==> src/rtl/pipeline_hazard_ctrl_pkg.sv <==
// Purpose : shared types and constants for the pipeline hazard controller.
// Latency : n/a (declarations only).
// Backpr. : n/a.
// Contents: FSM state enum, forwarding-mux select codes, register-zero index.
package pipe_pkg;

  // RUN: normal issue. MEM_WAIT: data memory stalled. FLUSH: one bubble cycle after a taken branch.
  typedef enum logic [1:0] {
    RUN      = 2'b00,
    MEM_WAIT = 2'b01,
    FLUSH    = 2'b10
  } state_e;

  // ALU operand mux selects.
  localparam logic [1:0] FWD_RF  = 2'b00;
  localparam logic [1:0] FWD_MEM = 2'b10;
  localparam logic [1:0] FWD_WB  = 2'b01;

  // $zero is hard-wired, so it never creates a dependency.
  localparam int unsigned REG_ZERO = 0;

endpackage

==> src/rtl/pipeline_hazard_ctrl_if.sv <==
// Purpose : bundles the hazard-controller signals between the pipeline datapath and the controller.
// Latency : n/a (wiring only).
// Backpr. : n/a; pc_write/if_id_write/pipe_freeze are the stall controls carried here.
// Ports   : master = datapath side (drives stage info, receives enables/flushes/forward selects);
//           slave  = controller side. Perf counters exist only when PIPE_PERF_CNT_EN is defined.
interface pipeline_hazard_ctrl_if #(
  parameter int RA_W = 5
);
  logic [RA_W-1:0] rs_id;
  logic [RA_W-1:0] rt_id;
  logic [RA_W-1:0] rs_ex;
  logic [RA_W-1:0] rt_ex;
  logic            memread_ex;
  logic [RA_W-1:0] wr_reg_mem;
  logic [RA_W-1:0] wr_reg_wb;
  logic            regwrite_mem;
  logic            regwrite_wb;
  logic            branch_taken_mem;
  logic            mem_req;
  logic            mem_ready;

  logic            pc_write;
  logic            if_id_write;
  logic            id_ex_nop;
  logic            if_id_flush;
  logic            id_ex_flush;
  logic            ex_mem_flush;
  logic            pipe_freeze;
  logic [1:0]      forward_a;
  logic [1:0]      forward_b;
  logic            mem_timeout;
`ifdef PIPE_PERF_CNT_EN
  logic [31:0]     perf_stall;
  logic [31:0]     perf_flush;
  logic [31:0]     perf_wait;
`endif

  modport master (
    output rs_id, rt_id, rs_ex, rt_ex, memread_ex,
    output wr_reg_mem, wr_reg_wb, regwrite_mem, regwrite_wb,
    output branch_taken_mem, mem_req, mem_ready,
    input  pc_write, if_id_write, id_ex_nop,
    input  if_id_flush, id_ex_flush, ex_mem_flush, pipe_freeze,
    input  forward_a, forward_b, mem_timeout
`ifdef PIPE_PERF_CNT_EN
    , input perf_stall, perf_flush, perf_wait
`endif
  );

  modport slave (
    input  rs_id, rt_id, rs_ex, rt_ex, memread_ex,
    input  wr_reg_mem, wr_reg_wb, regwrite_mem, regwrite_wb,
    input  branch_taken_mem, mem_req, mem_ready,
    output pc_write, if_id_write, id_ex_nop,
    output if_id_flush, id_ex_flush, ex_mem_flush, pipe_freeze,
    output forward_a, forward_b, mem_timeout
`ifdef PIPE_PERF_CNT_EN
    , output perf_stall, perf_flush, perf_wait
`endif
  );

endinterface

==> src/rtl/pipeline_hazard_ctrl_fwd_sel.sv <==
// Purpose : forwarding select for one ALU operand (MEM result beats WB result beats register file).
// Latency : combinational, zero cycles.
// Backpr. : none; pure function of the current stage registers.
// Ports   : i_src = operand source reg in EX; i_wr_reg_*/i_regwrite_* = MEM/WB writers; o_fwd = mux select.
module pipe_fwd_sel
  import pipe_pkg::*;
#(
  parameter int RA_W = 5
) (
  input  logic [RA_W-1:0] i_src,
  input  logic [RA_W-1:0] i_wr_reg_mem,
  input  logic            i_regwrite_mem,
  input  logic [RA_W-1:0] i_wr_reg_wb,
  input  logic            i_regwrite_wb,
  output logic [1:0]      o_fwd
);

  logic w_hit_mem;
  logic w_hit_wb;

  assign w_hit_mem = i_regwrite_mem && (i_wr_reg_mem != RA_W'(REG_ZERO)) && (i_wr_reg_mem == i_src);
  assign w_hit_wb  = i_regwrite_wb  && (i_wr_reg_wb  != RA_W'(REG_ZERO)) && (i_wr_reg_wb  == i_src);

  // MEM holds the younger write, so it wins when both stages target the same register.
  assign o_fwd = w_hit_mem ? FWD_MEM : (w_hit_wb ? FWD_WB : FWD_RF);

endmodule

==> src/rtl/pipeline_hazard_ctrl.sv <==
// Purpose : unified load-use stall, EX forwarding, taken-branch flush and data-memory wait freeze.
// Latency : all controls combinational in the current cycle; FSM/timeout/flush_pend registered.
// Backpr. : drops pc_write/if_id_write on a stall; raises pipe_freeze while memory is not ready.
// Ports   : clk, rst_n (async active-low); hz = pipeline_hazard_ctrl_if.slave bundle.
// Option  : define PIPE_PERF_CNT_EN to add perf_stall/perf_flush/perf_wait counters to the bundle.
module pipeline_hazard_ctrl
  import pipe_pkg::*;
#(
  parameter int RA_W     = 5,
  parameter int WAIT_MAX = 15,
  parameter int WAIT_W   = 8
) (
  input  logic                 clk,
  input  logic                 rst_n,
  pipeline_hazard_ctrl_if.slave hz
);

  state_e            r_state;
  state_e            w_state_nxt;
  logic [WAIT_W-1:0] r_wait_cnt;
  logic [WAIT_W-1:0] w_wait_cnt_nxt;
  logic              r_flush_pend;
  logic              w_flush_pend_nxt;
  logic              r_timeout;
  logic              w_timeout_nxt;

  logic              w_load_use;
  logic              w_mem_stall;
  logic              w_wait_done;
  logic              w_pc_write;
  logic              w_if_id_write;
  logic              w_nop;
  logic              w_flush;
  logic              w_freeze;

  pipe_fwd_sel #(.RA_W(RA_W)) u_fwd_a (
    .i_src          (hz.rs_ex),
    .i_wr_reg_mem   (hz.wr_reg_mem),
    .i_regwrite_mem (hz.regwrite_mem),
    .i_wr_reg_wb    (hz.wr_reg_wb),
    .i_regwrite_wb  (hz.regwrite_wb),
    .o_fwd          (hz.forward_a)
  );

  pipe_fwd_sel #(.RA_W(RA_W)) u_fwd_b (
    .i_src          (hz.rt_ex),
    .i_wr_reg_mem   (hz.wr_reg_mem),
    .i_regwrite_mem (hz.regwrite_mem),
    .i_wr_reg_wb    (hz.wr_reg_wb),
    .i_regwrite_wb  (hz.regwrite_wb),
    .o_fwd          (hz.forward_b)
  );

  assign w_load_use  = hz.memread_ex && (hz.rt_ex != RA_W'(REG_ZERO)) &&
                       ((hz.rt_ex == hz.rs_id) || (hz.rt_ex == hz.rt_id));
  assign w_mem_stall = hz.mem_req && !hz.mem_ready;
  assign w_wait_done = hz.mem_ready || (r_wait_cnt >= WAIT_W'(WAIT_MAX));

  always_comb begin
    w_state_nxt      = r_state;
    w_wait_cnt_nxt   = r_wait_cnt;
    w_flush_pend_nxt = r_flush_pend;
    w_timeout_nxt    = r_timeout;
    w_pc_write       = 1'b1;
    w_if_id_write    = 1'b1;
    w_nop            = 1'b0;
    w_flush          = 1'b0;
    w_freeze         = 1'b0;

    case (r_state)
      RUN: begin
        if (w_mem_stall) begin
          // The entry cycle is already a frozen cycle, so it counts as the first wait.
          w_freeze         = 1'b1;
          w_pc_write       = 1'b0;
          w_if_id_write    = 1'b0;
          w_wait_cnt_nxt   = WAIT_W'(1);
          w_flush_pend_nxt = hz.branch_taken_mem;
          w_state_nxt      = MEM_WAIT;
        end else if (hz.branch_taken_mem) begin
          w_flush     = 1'b1;
          w_state_nxt = FLUSH;
        end else if (w_load_use) begin
          w_pc_write    = 1'b0;
          w_if_id_write = 1'b0;
          w_nop         = 1'b1;
        end
      end

      MEM_WAIT: begin
        if (w_wait_done) begin
          w_wait_cnt_nxt = '0;
          if (!hz.mem_ready) begin
            w_timeout_nxt = 1'b1;
          end
          // The branch is frozen in MEM, so a live branch_taken_mem here is the same event.
          if (r_flush_pend || hz.branch_taken_mem) begin
            w_flush          = 1'b1;
            w_flush_pend_nxt = 1'b0;
            w_state_nxt      = FLUSH;
          end else begin
            w_state_nxt = RUN;
            // The pipe advances this cycle, so a load-use pair in ID/EX still needs its bubble.
            if (w_load_use) begin
              w_pc_write    = 1'b0;
              w_if_id_write = 1'b0;
              w_nop         = 1'b1;
            end
          end
        end else begin
          w_freeze       = 1'b1;
          w_pc_write     = 1'b0;
          w_if_id_write  = 1'b0;
          w_wait_cnt_nxt = r_wait_cnt + WAIT_W'(1);
          if (hz.branch_taken_mem) begin
            w_flush_pend_nxt = 1'b1;
          end
        end
      end

      FLUSH: begin
        // ID holds the bubble from the flush, so no load-use check this cycle.
        w_state_nxt = RUN;
      end

      default: begin
        w_state_nxt = RUN;
      end
    endcase
  end

  always_ff @(posedge clk or negedge rst_n) begin
    if (!rst_n) begin
      r_state      <= RUN;
      r_wait_cnt   <= '0;
      r_flush_pend <= 1'b0;
      r_timeout    <= 1'b0;
    end else begin
      r_state      <= w_state_nxt;
      r_wait_cnt   <= w_wait_cnt_nxt;
      r_flush_pend <= w_flush_pend_nxt;
      r_timeout    <= w_timeout_nxt;
    end
  end

  assign hz.pc_write     = w_pc_write;
  assign hz.if_id_write  = w_if_id_write;
  assign hz.id_ex_nop    = w_nop;
  assign hz.if_id_flush  = w_flush;
  assign hz.id_ex_flush  = w_flush;
  assign hz.ex_mem_flush = w_flush;
  assign hz.pipe_freeze  = w_freeze;
  assign hz.mem_timeout  = r_timeout;

`ifdef PIPE_PERF_CNT_EN
  logic [31:0] r_perf_stall;
  logic [31:0] r_perf_flush;
  logic [31:0] r_perf_wait;

  always_ff @(posedge clk or negedge rst_n) begin
    if (!rst_n) begin
      r_perf_stall <= '0;
      r_perf_flush <= '0;
      r_perf_wait  <= '0;
    end else begin
      if (w_nop)    r_perf_stall <= r_perf_stall + 32'd1;
      if (w_flush)  r_perf_flush <= r_perf_flush + 32'd1;
      if (w_freeze) r_perf_wait  <= r_perf_wait  + 32'd1;
    end
  end

  assign hz.perf_stall = r_perf_stall;
  assign hz.perf_flush = r_perf_flush;
  assign hz.perf_wait  = r_perf_wait;
`endif

endmodule

==> src/flat_wrapper.sv <==
// flat-port wrapper written by rule: the top's interface ports become plain ports
module pipeline_hazard_ctrl_flat import pipe_pkg::*;
#(
  parameter int RA_W     = 5,
  parameter int WAIT_MAX = 15,
  parameter int WAIT_W   = 8
)
  (clk, rst_n, hz_rs_id, hz_rt_id, hz_rs_ex, hz_rt_ex, hz_memread_ex, hz_wr_reg_mem, hz_wr_reg_wb, hz_regwrite_mem, hz_regwrite_wb, hz_branch_taken_mem, hz_mem_req, hz_mem_ready, hz_pc_write, hz_if_id_write, hz_id_ex_nop, hz_if_id_flush, hz_id_ex_flush, hz_ex_mem_flush, hz_pipe_freeze, hz_forward_a, hz_forward_b, hz_mem_timeout);
  pipeline_hazard_ctrl_if #(.RA_W(RA_W)) hz_i ();
  input  logic clk;
  input  logic rst_n;
  input wire logic [$bits(hz_i.rs_id)-1:0] hz_rs_id;
  input wire logic [$bits(hz_i.rt_id)-1:0] hz_rt_id;
  input wire logic [$bits(hz_i.rs_ex)-1:0] hz_rs_ex;
  input wire logic [$bits(hz_i.rt_ex)-1:0] hz_rt_ex;
  input wire logic [$bits(hz_i.memread_ex)-1:0] hz_memread_ex;
  input wire logic [$bits(hz_i.wr_reg_mem)-1:0] hz_wr_reg_mem;
  input wire logic [$bits(hz_i.wr_reg_wb)-1:0] hz_wr_reg_wb;
  input wire logic [$bits(hz_i.regwrite_mem)-1:0] hz_regwrite_mem;
  input wire logic [$bits(hz_i.regwrite_wb)-1:0] hz_regwrite_wb;
  input wire logic [$bits(hz_i.branch_taken_mem)-1:0] hz_branch_taken_mem;
  input wire logic [$bits(hz_i.mem_req)-1:0] hz_mem_req;
  input wire logic [$bits(hz_i.mem_ready)-1:0] hz_mem_ready;
  output wire logic [$bits(hz_i.pc_write)-1:0] hz_pc_write;
  output wire logic [$bits(hz_i.if_id_write)-1:0] hz_if_id_write;
  output wire logic [$bits(hz_i.id_ex_nop)-1:0] hz_id_ex_nop;
  output wire logic [$bits(hz_i.if_id_flush)-1:0] hz_if_id_flush;
  output wire logic [$bits(hz_i.id_ex_flush)-1:0] hz_id_ex_flush;
  output wire logic [$bits(hz_i.ex_mem_flush)-1:0] hz_ex_mem_flush;
  output wire logic [$bits(hz_i.pipe_freeze)-1:0] hz_pipe_freeze;
  output wire logic [$bits(hz_i.forward_a)-1:0] hz_forward_a;
  output wire logic [$bits(hz_i.forward_b)-1:0] hz_forward_b;
  output wire logic [$bits(hz_i.mem_timeout)-1:0] hz_mem_timeout;
  assign hz_i.rs_id = hz_rs_id;
  assign hz_i.rt_id = hz_rt_id;
  assign hz_i.rs_ex = hz_rs_ex;
  assign hz_i.rt_ex = hz_rt_ex;
  assign hz_i.memread_ex = hz_memread_ex;
  assign hz_i.wr_reg_mem = hz_wr_reg_mem;
  assign hz_i.wr_reg_wb = hz_wr_reg_wb;
  assign hz_i.regwrite_mem = hz_regwrite_mem;
  assign hz_i.regwrite_wb = hz_regwrite_wb;
  assign hz_i.branch_taken_mem = hz_branch_taken_mem;
  assign hz_i.mem_req = hz_mem_req;
  assign hz_i.mem_ready = hz_mem_ready;
  assign hz_pc_write = hz_i.pc_write;
  assign hz_if_id_write = hz_i.if_id_write;
  assign hz_id_ex_nop = hz_i.id_ex_nop;
  assign hz_if_id_flush = hz_i.if_id_flush;
  assign hz_id_ex_flush = hz_i.id_ex_flush;
  assign hz_ex_mem_flush = hz_i.ex_mem_flush;
  assign hz_pipe_freeze = hz_i.pipe_freeze;
  assign hz_forward_a = hz_i.forward_a;
  assign hz_forward_b = hz_i.forward_b;
  assign hz_mem_timeout = hz_i.mem_timeout;
  pipeline_hazard_ctrl #(.RA_W(RA_W), .WAIT_MAX(WAIT_MAX), .WAIT_W(WAIT_W)) u_core (.clk(clk), .rst_n(rst_n), .hz(hz_i));
endmodule
==> config.mk <==
export PLATFORM = sky130hd
export DESIGN_NAME = pipeline_hazard_ctrl_flat
export DESIGN_NICKNAME = d
export VERILOG_FILES = /design/src/rtl/pipeline_hazard_ctrl_pkg.sv /design/src/rtl/pipeline_hazard_ctrl_if.sv /design/src/rtl/pipeline_hazard_ctrl_fwd_sel.sv /design/src/rtl/pipeline_hazard_ctrl.sv /design/src/flat_wrapper.sv
export SDC_FILE = /design/constraint.sdc
export NUM_CORES = 1
export LEC_CHECK = 0
export CAP_MARGIN = 0
export CORE_MARGIN = 4
export CORE_UTILIZATION = 40
export DETAILED_ROUTE_END_ITERATION = 8
export PLACE_DENSITY = 0.83
export SLEW_MARGIN = 10
export SYNTH_ARGS = -nofsm -noshare
export SYNTH_HDL_FRONTEND = slang
export SYNTH_SLANG_ARGS = --single-unit
==> constraint.sdc <==
create_clock -name clk -period 2.12 [get_ports clk]
set_input_delay 0.424 -clock clk [delete_from_list [all_inputs] [get_ports clk]]
set_output_delay 0.424 -clock clk [all_outputs]
set_load 0.05 [all_outputs]
==> summary.md <==
| Metric | Value |
|---|---|
| Die area | `3577 um2` |
| Crit path DAT | `approximately 1.9 ns` |
| Congestion Overflow GR | `0` |
| Min Hold Slack | `between 0.4 and 0.5 ns` |
| Required @ worst endpoint | `between 1.5 and 2 ns` |
| Worst skew pair latency | `0.29 ns` |
| GR Util All Layers | `between 20% and 30%` |
| H-tree levels | `1` |
| Highest clock rate | `about 430 MHz` |
| CTS tree | `yes` |
| Largest net degree at the start of global routing | `13` |
| Number of placement rows | `18` |
| CTS clock-pin slew for the worst setup and hold paths | `approximately 0.08 ns` |
| Post-synthesis sequential area ratio | `27.97%` |
| Worst setup EP type | `primary output` |
| Fill count | `115` |
| Hold Violations, Final | `0` |
| FF+latch count, synth | `12` |
| Mapped cell area | `roughly 1100 um2` |
| First-pass GRT wire length | `7.534 mm` |
| Final setup TNS | `-1.422 ns` |
| Die width | `around 60 um` |
| Worst-path fanout max | `2` |
| Most common library cell in the layout ignoring fill and taps | `buf_4` |
| Hpwl dp | `about 2.9 mm` |
| Post-route ant nets | `0` |
| Utilization after layout | `88.19%` |
| Clock buffer depth | `2` |
| RSZ-0062 raised after global routing | `yes` |
| Vias | `1,335` |
| Final cell count without fillers | `~230` |
| Ys Warns | `0` |
| Status | `finished, violations left` |
| CTS Sinks | `12` |
| Vias in the first global route | `around 1.5k` |
| Antenna Diode Count | `0` |
| Place WS | `-0.5309 ns` |
| Setup ws final | `-0.1968 ns` |
| Clk_skew | `0.006208 ns` |
| Post-synth cell types | `30` |
| Syn_area_per_cell | `a little under 9 um2` |
| Type of origin of the critical path | `input port` |
| Detailed Routing Iterations Pass 1 | `5` |
| Port buffer count | `between 40 and 50` |
| Global placement routability congestion | `0.9112` |
| Average wire per standard cell | `between 20 and 25 um` |
| Placed insts | `~220` |
| Die Span Y | `59.81 um` |
| Initial Util | `42.56%` |
| Cells after synthesis | `122` |
| Min-delay worst type | `in2async` |
| Worst-Margin Slew | `0.5462 ns` |
| Core box area | `between 2000 and 3000 um2` |
| Max-cap viol count | `0` |
| Peak VDD IR | `between 0.5 and 0.6 mV` |
| Syn nets | `~160` |
| # nets final | `242` |
| Highest-count cells in the layout ignoring fill and taps | `33 x buf_4, 23 x xor2_1, 16 x clkdlybuf4s50_1` |
| Kind of critical path | `in2out` |
| Initial DRC Count | `43` |
| CTS Buf Count | `3` |
| Multi-input logic area | `just under 1000 um2` |
| CTS Root Cell | `clkbuf_4` |
| Final setup fails | `10` |
| Max-slew violations | `0` |
| # hold bufs at CTS | `0` |
| Layout overhead on the synthesized area | `107.2%` |
| Min cycle time layout | `between 2 and 2.5 ns` |
| Final Cycle Share | `109.3%` |
| Initial antenna violation count | `0` |
| # DRC | `0` |
| Violated checks | `negative setup slack` |
| Leakage | `0.9669 nW` |
| Max_slew headroom | `roughly 63%` |
| Power Dens Cells | `~480 nW/um2` |
| Total area of sequential cells | `300.3 um2` |
| Via density | `~5.8` |
| Fraction of layout cells with a size suffix above 1 | `54.46%` |
| Final WL | `5.081 mm` |
| Ports | `50` |
-- worst paths after layout --
kind                                                endpoint                         startpoint  slack (ns)  depth (start not counted)
min                         u_core.r_wait_cnt[1]$_DFFE_PN0P_                              rst_n        0.48                          1
min reg2reg                u_core.hz.mem_timeout$_DFFE_PN0P_  u_core.hz.mem_timeout$_DFFE_PN0P_        0.48                          1
max in group asynchronous   u_core.r_wait_cnt[2]$_DFFE_PN0P_                              rst_n        1.27                          1
max                                          hz_forward_b[0]                   hz_wr_reg_mem[3]       -0.20                          6
min in group clk           u_core.hz.mem_timeout$_DFFE_PN0P_  u_core.hz.mem_timeout$_DFFE_PN0P_        0.48                          1
max reg2reg                  u_core.r_flush_pend$_DFFE_PN0P_   u_core.r_wait_cnt[1]$_DFFE_PN0P_        0.39                          6
-- cells by family after synthesis --
family,synth area share [%]
AOI/OAI and AO/OA,14.45
DFF,27.97
adders and majority gates,1.165
buffers and inverters,7.459
and+or+nand+nor,22.85
xor gates and xnor gates,26.11
-- registers in the layout (all words and copies together), names as in the netlist --
| register | count |
|---|---|
| u_core.r_wait_cnt | 8 |
| u_core.r_state | 2 |
| u_core.hz.mem_timeout | 1 |
| u_core.r_flush_pend | 1 |
-- cell usage after synthesis, drive strengths merged --
cell    number  share of area, %
buf          6               4.0
a211oi       2               1.4
nor4         6               7.2
dfrtp       12                28
o21ai        6               3.1
or4          5               3.5
a21oi        5               2.3
a31o         2               1.6
inv          4               1.4
xor2        24                20
nor2b        5               2.9
o32a         1              0.93
nand2        3               1.0
o21ba        1              0.93
ha           1               1.2
a311o        1              0.93
nand3        7               3.3
nor2         7               2.4
a22oi        1              0.70
clkbuf       6               2.1
nand2b       1              0.58
a31oi        3               1.7
o211ai       1              0.70
nor3         4               1.9
xnor2        8               6.5
-- metrics by stage --
stage          total power [mW]  area [um2]
2_1_floorplan            0.5321        1157
3_3_place_gp             0.7535        1941
3_5_place_dp             0.7749        1941
4_1_cts                   1.016        2168
5_1_grt                   1.114        2225
6_report                  1.068        2225
-- cell type report --
class	count	area share [%]
clock buffer	4	1.631
multi-input combinational	94	43.19
timing repair buffer	88	39.31
sequential	12	13.50
tap	30	1.687
inverter	4	0.6749
-- per-layer routing --
| layer | global-route usage (%) | wire length (um) |
|---|---|---|
| met3 | 4.752 | 341 |
| met5 | 0 | 0 |
| met1 | 30.76 | 1824 |
| met4 | 15.19 | 240 |
| met2 | 54.48 | 2674 |
-- critical path, stage by stage --
cell,delay (ns)
buf_6,0.09
or4_4,0.54
o21ai_4,0.19
nor4_4,0.09
nor4_4,0.37
buf_12,0.18
-- timing repair --
item                       CTS  global route
gates cloned                 0             0
buffers inserted             6             4
resized for setup           73            41
setup endpoints to repair   11            11
hold endpoints to repair     0             0
pin swaps                   22            14
-- power breakdown --
group          total [mW]  internal [mW]  switching (mW)
clock network       0.192          0.105          0.0876
registers           0.300          0.260          0.0399
logic               0.576          0.281           0.295
Power figures use the tool's default switching activity.
